## src/rtl/alu_muldiv_seq_if.sv

```systemverilog
// Bundle between the EX stage and the multiply/divide sequencer:
// command/result signals plus the borrowed-ALU port.
interface alu_muldiv_seq_if;
  // Command: start is accepted only while the sequencer is idle; done pulses once with hi/lo valid.
  // ALU borrow: alu_req/alu_gnt act as valid/ready. An ALU op completes on a rising edge where
  // both are high; while alu_req=1 and alu_gnt=0, alu_a/alu_b/alu_fun are held unchanged.
  logic        start;
  logic [1:0]  op;
  logic [31:0] opa;
  logic [31:0] opb;
  logic        busy;
  logic        done;
  logic [31:0] hi;
  logic [31:0] lo;
  logic        alu_req;
  logic        alu_gnt;
  logic [31:0] alu_a;
  logic [31:0] alu_b;
  logic [5:0]  alu_fun;
  logic        alu_sign;
  logic [31:0] alu_z;

  modport master (
    output start, op, opa, opb, alu_gnt, alu_z,
    input  busy, done, hi, lo, alu_req, alu_a, alu_b, alu_fun, alu_sign
  );

  modport slave (
    input  start, op, opa, opb, alu_gnt, alu_z,
    output busy, done, hi, lo, alu_req, alu_a, alu_b, alu_fun, alu_sign
  );
endinterface

```

## src/rtl/alu_muldiv_seq.sv

```systemverilog
// Multi-cycle shift-add multiply / restoring divide on the shared ALU, results in HI/LO.
// Optional signed ops (op[1]) are enabled by defining ALU_MULDIV_SIGNED_EN.
module alu_muldiv_seq #(
  parameter int          XLEN    = 32,
  parameter logic [5:0]  ALU_ADD = 6'b000000,
  parameter logic [5:0]  ALU_SUB = 6'b000001
) (
  input  logic             clk,
  input  logic             reset,
  alu_muldiv_seq_if.slave  bus,
  output logic [2:0]       state_dbg
);

  typedef enum logic [2:0] {
    S_IDLE   = 3'd0,
    S_NEG_IN = 3'd1,
    S_ITER   = 3'd2,
    S_NEG_LO = 3'd3,
    S_NEG_HI = 3'd4,
    S_DONE   = 3'd5
  } state_t;

  state_t            state;
  logic [XLEN-1:0]   hi_q;
  logic [XLEN-1:0]   lo_q;
  logic [XLEN-1:0]   b_q;
  logic [4:0]        cnt;
  logic              is_div;
  logic              busy_q;
  logic              done_q;

`ifdef ALU_MULDIV_SIGNED_EN
  logic              neg_a;
  logic              neg_b;
  logic              neg_lo;
  logic              neg_hi;
  logic              lo_zero;
`else
  logic              unused_op;
  assign unused_op = bus.op[1];
`endif

  logic [XLEN-1:0]   alu_a;
  logic [XLEN-1:0]   alu_b;
  logic [5:0]        alu_fun;
  logic [XLEN-1:0]   r_shift;
  logic [XLEN-1:0]   mul_sum;
  logic              mul_carry;
  logic              borrow;
  logic              accept;

  // Operand selection depends only on registered state, so it is stable while ungranted.
  always_comb begin
    r_shift = {hi_q[XLEN-2:0], lo_q[XLEN-1]};
    alu_a   = hi_q;
    alu_b   = b_q;
    alu_fun = ALU_ADD;
    case (state)
      S_ITER: begin
        if (is_div) begin
          alu_a   = r_shift;
          alu_fun = ALU_SUB;
        end
      end
`ifdef ALU_MULDIV_SIGNED_EN
      S_NEG_IN: begin
        alu_a   = '0;
        alu_fun = ALU_SUB;
        // MUL keeps opa in b_q and opb in lo_q; DIV keeps opa in lo_q and opb in b_q.
        if (neg_a) alu_b = is_div ? lo_q : b_q;
        else       alu_b = is_div ? b_q  : lo_q;
      end
      S_NEG_LO: begin
        alu_a   = '0;
        alu_b   = lo_q;
        alu_fun = ALU_SUB;
      end
      S_NEG_HI: begin
        alu_a   = ~hi_q;
        alu_b   = {{(XLEN-1){1'b0}}, is_div | lo_zero};
        alu_fun = ALU_ADD;
      end
`endif
      default: ;
    endcase
  end

  assign mul_sum   = lo_q[0] ? bus.alu_z : hi_q;
  assign mul_carry = lo_q[0] & ((hi_q[XLEN-1] & b_q[XLEN-1]) |
                                ((hi_q[XLEN-1] | b_q[XLEN-1]) & ~bus.alu_z[XLEN-1]));
  assign borrow    = (~r_shift[XLEN-1] & b_q[XLEN-1]) |
                     ((~r_shift[XLEN-1] | b_q[XLEN-1]) & bus.alu_z[XLEN-1]);
  // hi_q[31] set means the shifted remainder overflowed 32 bits, so it always exceeds B.
  assign accept    = hi_q[XLEN-1] | ~borrow;

  always_ff @(posedge clk or negedge reset) begin
    if (!reset) begin
      state   <= S_IDLE;
      hi_q    <= '0;
      lo_q    <= '0;
      b_q     <= '0;
      cnt     <= '0;
      is_div  <= 1'b0;
      busy_q  <= 1'b0;
      done_q  <= 1'b0;
`ifdef ALU_MULDIV_SIGNED_EN
      neg_a   <= 1'b0;
      neg_b   <= 1'b0;
      neg_lo  <= 1'b0;
      neg_hi  <= 1'b0;
      lo_zero <= 1'b0;
`endif
    end else begin
      done_q <= 1'b0;
      case (state)
        S_IDLE: begin
          if (bus.start) begin
            is_div <= bus.op[0];
            busy_q <= 1'b1;
            cnt    <= '0;
            hi_q   <= '0;
            if (bus.op[0]) begin
              lo_q <= bus.opa;
              b_q  <= bus.opb;
            end else begin
              lo_q <= bus.opb;
              b_q  <= bus.opa;
            end
            if (bus.op[0] && (bus.opb == '0)) begin
              hi_q  <= bus.opa;
              lo_q  <= '1;
              state <= S_DONE;
            end else begin
`ifdef ALU_MULDIV_SIGNED_EN
              neg_a  <= bus.op[1] & bus.opa[XLEN-1];
              neg_b  <= bus.op[1] & bus.opb[XLEN-1];
              neg_lo <= bus.op[1] & (bus.opa[XLEN-1] ^ bus.opb[XLEN-1]);
              neg_hi <= bus.op[1] & (bus.op[0] ? bus.opa[XLEN-1]
                                               : (bus.opa[XLEN-1] ^ bus.opb[XLEN-1]));
              state  <= (bus.op[1] & (bus.opa[XLEN-1] | bus.opb[XLEN-1])) ? S_NEG_IN : S_ITER;
`else
              state  <= S_ITER;
`endif
            end
          end
        end
`ifdef ALU_MULDIV_SIGNED_EN
        S_NEG_IN: begin
          if (bus.alu_gnt) begin
            if (neg_a) begin
              neg_a <= 1'b0;
              if (is_div) lo_q <= bus.alu_z;
              else        b_q  <= bus.alu_z;
              if (!neg_b) state <= S_ITER;
            end else begin
              neg_b <= 1'b0;
              if (is_div) b_q  <= bus.alu_z;
              else        lo_q <= bus.alu_z;
              state <= S_ITER;
            end
          end
        end
`endif
        S_ITER: begin
          if (bus.alu_gnt) begin
            cnt <= cnt + 5'd1;
            if (is_div) begin
              hi_q <= accept ? bus.alu_z : r_shift;
              lo_q <= {lo_q[XLEN-2:0], accept};
            end else begin
              {hi_q, lo_q} <= {mul_carry, mul_sum, lo_q[XLEN-1:1]};
            end
            if (cnt == 5'd31) begin
`ifdef ALU_MULDIV_SIGNED_EN
              if (neg_lo)      state <= S_NEG_LO;
              else if (neg_hi) state <= S_NEG_HI;
              else             state <= S_DONE;
`else
              state <= S_DONE;
`endif
            end
          end
        end
`ifdef ALU_MULDIV_SIGNED_EN
        S_NEG_LO: begin
          if (bus.alu_gnt) begin
            lo_q    <= bus.alu_z;
            lo_zero <= (lo_q == '0);
            state   <= neg_hi ? S_NEG_HI : S_DONE;
          end
        end
        S_NEG_HI: begin
          if (bus.alu_gnt) begin
            hi_q  <= bus.alu_z;
            state <= S_DONE;
          end
        end
`endif
        S_DONE: begin
          busy_q <= 1'b0;
          done_q <= 1'b1;
          state  <= S_IDLE;
        end
        default: state <= S_IDLE;
      endcase
    end
  end

  assign bus.busy     = busy_q;
  assign bus.done     = done_q;
  assign bus.hi       = hi_q;
  assign bus.lo       = lo_q;
  assign bus.alu_req  = (state == S_NEG_IN) || (state == S_ITER) ||
                        (state == S_NEG_LO) || (state == S_NEG_HI);
  assign bus.alu_a    = alu_a;
  assign bus.alu_b    = alu_b;
  assign bus.alu_fun  = alu_fun;
  assign bus.alu_sign = 1'b0;
  assign state_dbg    = state;

endmodule

```

## src/flat_wrapper.sv

```systemverilog
// flat-port wrapper written by rule: the top's interface ports become plain ports
module alu_muldiv_seq_flat 
#(
  parameter int          XLEN    = 32,
  parameter logic [5:0]  ALU_ADD = 6'b000000,
  parameter logic [5:0]  ALU_SUB = 6'b000001
)
  (clk, reset, state_dbg, bus_start, bus_op, bus_opa, bus_opb, bus_alu_gnt, bus_alu_z, bus_busy, bus_done, bus_hi, bus_lo, bus_alu_req, bus_alu_a, bus_alu_b, bus_alu_fun, bus_alu_sign);
  alu_muldiv_seq_if bus_i ();
  input  logic clk;
  input  logic reset;
  output logic [2:0] state_dbg;
  input wire logic [$bits(bus_i.start)-1:0] bus_start;
  input wire logic [$bits(bus_i.op)-1:0] bus_op;
  input wire logic [$bits(bus_i.opa)-1:0] bus_opa;
  input wire logic [$bits(bus_i.opb)-1:0] bus_opb;
  input wire logic [$bits(bus_i.alu_gnt)-1:0] bus_alu_gnt;
  input wire logic [$bits(bus_i.alu_z)-1:0] bus_alu_z;
  output wire logic [$bits(bus_i.busy)-1:0] bus_busy;
  output wire logic [$bits(bus_i.done)-1:0] bus_done;
  output wire logic [$bits(bus_i.hi)-1:0] bus_hi;
  output wire logic [$bits(bus_i.lo)-1:0] bus_lo;
  output wire logic [$bits(bus_i.alu_req)-1:0] bus_alu_req;
  output wire logic [$bits(bus_i.alu_a)-1:0] bus_alu_a;
  output wire logic [$bits(bus_i.alu_b)-1:0] bus_alu_b;
  output wire logic [$bits(bus_i.alu_fun)-1:0] bus_alu_fun;
  output wire logic [$bits(bus_i.alu_sign)-1:0] bus_alu_sign;
  assign bus_i.start = bus_start;
  assign bus_i.op = bus_op;
  assign bus_i.opa = bus_opa;
  assign bus_i.opb = bus_opb;
  assign bus_i.alu_gnt = bus_alu_gnt;
  assign bus_i.alu_z = bus_alu_z;
  assign bus_busy = bus_i.busy;
  assign bus_done = bus_i.done;
  assign bus_hi = bus_i.hi;
  assign bus_lo = bus_i.lo;
  assign bus_alu_req = bus_i.alu_req;
  assign bus_alu_a = bus_i.alu_a;
  assign bus_alu_b = bus_i.alu_b;
  assign bus_alu_fun = bus_i.alu_fun;
  assign bus_alu_sign = bus_i.alu_sign;
  alu_muldiv_seq #(.XLEN(XLEN), .ALU_ADD(ALU_ADD), .ALU_SUB(ALU_SUB)) u_core (.clk(clk), .reset(reset), .bus(bus_i), .state_dbg(state_dbg));
endmodule
```

## config.mk

```make
export PLATFORM = sky130hd
export DESIGN_NAME = alu_muldiv_seq_flat
export DESIGN_NICKNAME = d
export VERILOG_FILES = /design/src/rtl/alu_muldiv_seq_if.sv /design/src/rtl/alu_muldiv_seq.sv /design/src/flat_wrapper.sv
export SDC_FILE = /design/constraint.sdc
export NUM_CORES = 1
export LEC_CHECK = 0
export CORE_MARGIN = 2
export CORE_UTILIZATION = 25
export CTS_BUF_LIST = sky130_fd_sc_hd__clkbuf_8
export DETAILED_ROUTE_END_ITERATION = 10
export MAX_ROUTING_LAYER = met4
export PLACE_DENSITY = 0.52
export SYNTH_ARGS = -nofsm -noshare
export SYNTH_HDL_FRONTEND = slang
export SYNTH_SLANG_ARGS = --single-unit
```

## constraint.sdc

```tcl
create_clock -name clk -period 2.7 [get_ports clk]
set_clock_uncertainty 0.1 [all_clocks]
set_input_delay 0.54 -clock clk [delete_from_list [all_inputs] [get_ports clk]]
set_output_delay 0.54 -clock clk [all_outputs]
set_load 0.005 [all_outputs]
```

==> impl_results.md, run 1 <==
- Status: finished clean
- Vias in the first global route: 6443
- Number of synthesized register bits: 106
- Chip width: ~170 µm
- Wire length per cell after detailed routing: slightly above 20 µm
- Via density: slightly below 5
- Worst setup startpoint: bus_opb[29]
- Post-detailed-route count of antenna-violating nets: 0
- Ports: 243
- Power density cells: 1077 nW/µm²
- Cell area after synthesis: approximately 6700 µm²
- Number of iterations in the first detailed-routing pass: 5
- Gate count of the mapped netlist: 714
- Global-route congestion overflow total: 0
- Share of the synthesized area in the top cell type: 0.3932
- Commonest non-fill, non-tap cells in the layout: sky130_fd_sc_hd__clkdlybuf4s50_1 (207), sky130_fd_sc_hd__mux2i_1 (127), sky130_fd_sc_hd__dfrtp_1 (103), sky130_fd_sc_hd__a21oi_1 (93), sky130_fd_sc_hd__o21ai_0 (69)
- Worst setup margin: 0.05771 ns
- Number of cells traversed by the worst register-to-register path: 5
- Area enclosed by the die boundary: 28320 µm²
- Final period demand of the worst path: 2.642 ns
- Max-slew violation count: 0
- Initial detailed-routing violation count: around 390
- Cts bufs inserted: 9
- Share of layout cells above drive strength 1: 0.1340
- Most common library cell in the layout ignoring fill and taps: sky130_fd_sc_hd__clkdlybuf4s50_1
- Number of clock sinks: around 110
- Hold bufs inserted after CTS: 0
- Post-route fraction of the period consumed by the critical path: 0.9786
- Number of placement rows: 60
- Clock tree root buffer cell: sky130_fd_sc_hd__clkbuf_8
- Max-cap violations: 0
- TritonCTS clock tree: built
- Post-place setup slack: -0.3788 ns
- Clock insertion delay at the later pin of the skew report: 0.39 ns
- Crit path arrival time: 2.86 ns
- CP Launch Type: primary input
- Highest clock rate: roughly 0.38 GHz
- Core area: approximately 27000 µm²
- Setup Total Neg Slack: 0 ns
- CTS H-tree lvls: 3
- Non-filler cells in the finished layout: 1304
- Share of the core filled with cells in the final layout: 0.3804
- Starting utilization of the core area: 0.2524
- Share of the yosys chip area belonging to registers: 0.3932
- Die Y-Extent: 168.3 µm
- Worst Setup End Kind: register
- Wire length after detailed routing: 26300 µm
- Number of port buffers: 235
- Cell taking the most area after synthesis: sky130_fd_sc_hd__dfrtp_1
- Critical setup path kind: primary input to register
- Total of fill cells in the finished design: 2735
- Relative slew slack: 0.5153
- Number of hold violations in the final report: 0
- Number of cells in the design after placement: about 1300
- Synthesized area per cell: 9.449 µm²
- WP data required: ~2.9 ns
- Worst setup endpoint: u_core.bus.lo[10]$_DFFE_PN0P_
- Synthesis warning total: 0
- Yosys cell types: 38
- Area growth, synth to finish: 50.69%
- Total Nets Final: 1062
- Final setup violation count: 0
- Buffers from clock root to sink, at most: 2
- Reg2reg setup slack: ~0.35 ns
- Detailed placement HPWL: 18860 µm
- Synth top area cells: sky130_fd_sc_hd__dfrtp_1 (39%), sky130_fd_sc_hd__mux2i_1 (19%), sky130_fd_sc_hd__a21oi_1 (7.0%)
- End of the worst register-to-register path: u_core.bus.lo[31]$_DFFE_PN0P_
- Overall track demand over capacity in global routing: 0.1890
- Ant diodes: 0
- Startpoint of the most critical register-to-register path: u_core.is_div$_DFFE_PN0P_
- Clock-pin slew on the worst setup and hold paths: 0.11 ns
- Max Fanout on Critical Path: 21
- Worst slew pin tran: about 0.73 ns
- Total leakage power: between 4 and 5 nW
- Total number of vias: roughly 6500
- Peak ir drop on the vdd network: 0.0004162 V
- Routability-driven placement congestion ratio: about 0.80
- Maximum number of pins on one net before global-route repair: 66
- Global-route wire length before repair: 39680 µm
- Number of antenna violations at the first check in global routing: 0
- Class of the worst hold path: primary input to async pin
- # DRC: 0
==> how the worst min path moves through the flow <==
| stage | from | to | slack, ns | cells after the start |
|---|---|---|---|---|
| 2_1_floorplan | reset | u_core.bus.alu_b[0]$_DFFE_PN0P_ | 0.14 | 0 |
| 4_1_cts | reset | u_core.bus.alu_b[25]$_DFFE_PN0P_ | 0.08 | 1 |
| 3_5_place_dp | u_core.bus.alu_b[2]$_DFFE_PN0P_ | u_core.bus.alu_b[2]$_DFFE_PN0P_ | 0.37 | 2 |
| 5_1_grt | reset | u_core.bus.alu_b[24]$_DFFE_PN0P_ | 0.09 | 1 |
| 6_report | reset | u_core.bus.alu_b[25]$_DFFE_PN0P_ | 0.07 | 1 |
| 3_3_place_gp | u_core.bus.alu_b[2]$_DFFE_PN0P_ | u_core.bus.alu_b[2]$_DFFE_PN0P_ | 0.36 | 2 |
==> worst max-delay path, cell delays in order <==
cell and delay [ns]:
sky130_fd_sc_hd__clkdlybuf4s50_1 0.44, sky130_fd_sc_hd__nor4_1 0.54, sky130_fd_sc_hd__buf_4 0.21, sky130_fd_sc_hd__nand4_1 0.13
sky130_fd_sc_hd__or3_4 0.44, sky130_fd_sc_hd__and2_1 0.23, sky130_fd_sc_hd__buf_12 0.17, sky130_fd_sc_hd__a21oi_1 0.15
==> final cells by class <==
cell class                 count  area (µm²)  area share
multi-input combinational    536        3787      0.3726
clock inverter                 6       88.84    0.008738
timing repair buffer         302        3055      0.3006
inverter                       3       11.26    0.001108
tap                          341       426.7     0.04197
clock buffer                  10       137.6     0.01354
sequential                   106        2659      0.2615
==> stage by stage <==
| step | total power, mW | instance area [µm²] | hold slack [ns] |
|---|---|---|---|
| floorplan | 6.329 | 6765 | 0.1444 |
| global placement | 9.585 | 9781 | 0.3619 |
| detailed placement | 9.634 | 9781 | 0.3687 |
| CTS | 11.04 | 10110 | 0.07926 |
| global route | 11.81 | 10170 | 0.09425 |
| finish | 10.95 | 10170 | 0.06691 |
==> synthesized netlist by cell type <==
library cell,n
sky130_fd_sc_hd__mux2i_1,127
sky130_fd_sc_hd__inv_1,3
sky130_fd_sc_hd__and2_1,1
sky130_fd_sc_hd__or3_4,1
sky130_fd_sc_hd__nor4_1,6
sky130_fd_sc_hd__xor2_1,1
sky130_fd_sc_hd__a32oi_1,31
sky130_fd_sc_hd__conb_1,1
sky130_fd_sc_hd__a21oi_1,94
sky130_fd_sc_hd__a31oi_1,31
sky130_fd_sc_hd__a211o_1,2
sky130_fd_sc_hd__nor3b_1,1
sky130_fd_sc_hd__and3b_1,1
sky130_fd_sc_hd__nand3b_1,1
sky130_fd_sc_hd__and2_0,1
sky130_fd_sc_hd__buf_4,7
sky130_fd_sc_hd__nor2b_1,2
sky130_fd_sc_hd__ha_1,2
sky130_fd_sc_hd__buf_6,3
sky130_fd_sc_hd__nand2_1,42
sky130_fd_sc_hd__buf_1,6
sky130_fd_sc_hd__maj3_1,1
sky130_fd_sc_hd__or3_1,1
sky130_fd_sc_hd__nor2_2,1
sky130_fd_sc_hd__o21ai_0,69
sky130_fd_sc_hd__a221oi_1,1
sky130_fd_sc_hd__a21o_1,34
sky130_fd_sc_hd__o21bai_1,1
sky130_fd_sc_hd__dfrtp_1,106
sky130_fd_sc_hd__clkbuf_1,39
sky130_fd_sc_hd__nor2_1,36
sky130_fd_sc_hd__nand4_1,3
sky130_fd_sc_hd__o211ai_1,1
sky130_fd_sc_hd__a22o_1,3
sky130_fd_sc_hd__and3_1,2
sky130_fd_sc_hd__mux2_2,32
sky130_fd_sc_hd__nor4b_2,1
sky130_fd_sc_hd__buf_2,19
==> registers in the layout, summed over array words and instances, names as in the netlist <==
signal / count
u_core.bus.done: 1
u_core.cnt: 5
u_core.bus.alu_b: 32
u_core.bus.lo: 32
u_core.bus.hi: 32
u_core.state_dbg: 2
u_core.bus.busy: 1
u_core.is_div: 1
==> metal layers <==
metal / up-vias / GRT usage / wire length [µm]
met4: 0 / 0.05472 / 422
met5: - / - / 0
li1: 3144 / - / -
met3: 20 / 0.01716 / 709
met2: 147 / 0.3036 / 12890
met1: 3173 / 0.2546 / 12280
==> power by group <==
group | internal (mW) | total, mW | switching, mW
Combinational | 3.70 | 6.67 | 2.97
Sequential | 2.30 | 3.12 | 0.818
Clock | 0.550 | 1.16 | 0.608
Total | 6.55 | 10.9 | 4.39
==> timing repair <==
item,in CTS,in global routing
gates resized for setup,22,20
cloned,3,0
pin swaps,1,1
hold endpoints to repair,0,0
buffers inserted,4,2
setup endpoints to repair,33,10
==> logic make-up (layout without fill, tap and decap cells) <==
logic type	after synthesis	in the layout	synth area share
AOI/OAI and AO/OA	267	267	0.2378
muxes	159	159	0.2418
DFF	106	106	0.3932
and+or+nand+nor	100	100	0.06658
buffers and inverters	77	321	0.05360
adders and majority gates	3	3	0.005192
other	1	6	0.0005558
xor gates and xnor gates	1	1	0.001298
Power figures use the tool's default switching activity.
==> run 2: changes to the inputs <==
Settings changed: ABC_CLOCK_PERIOD_IN_PS set to 2700.
==> results of run 2 <==
Final layout, timing and power as in run 1 (identical DEF).
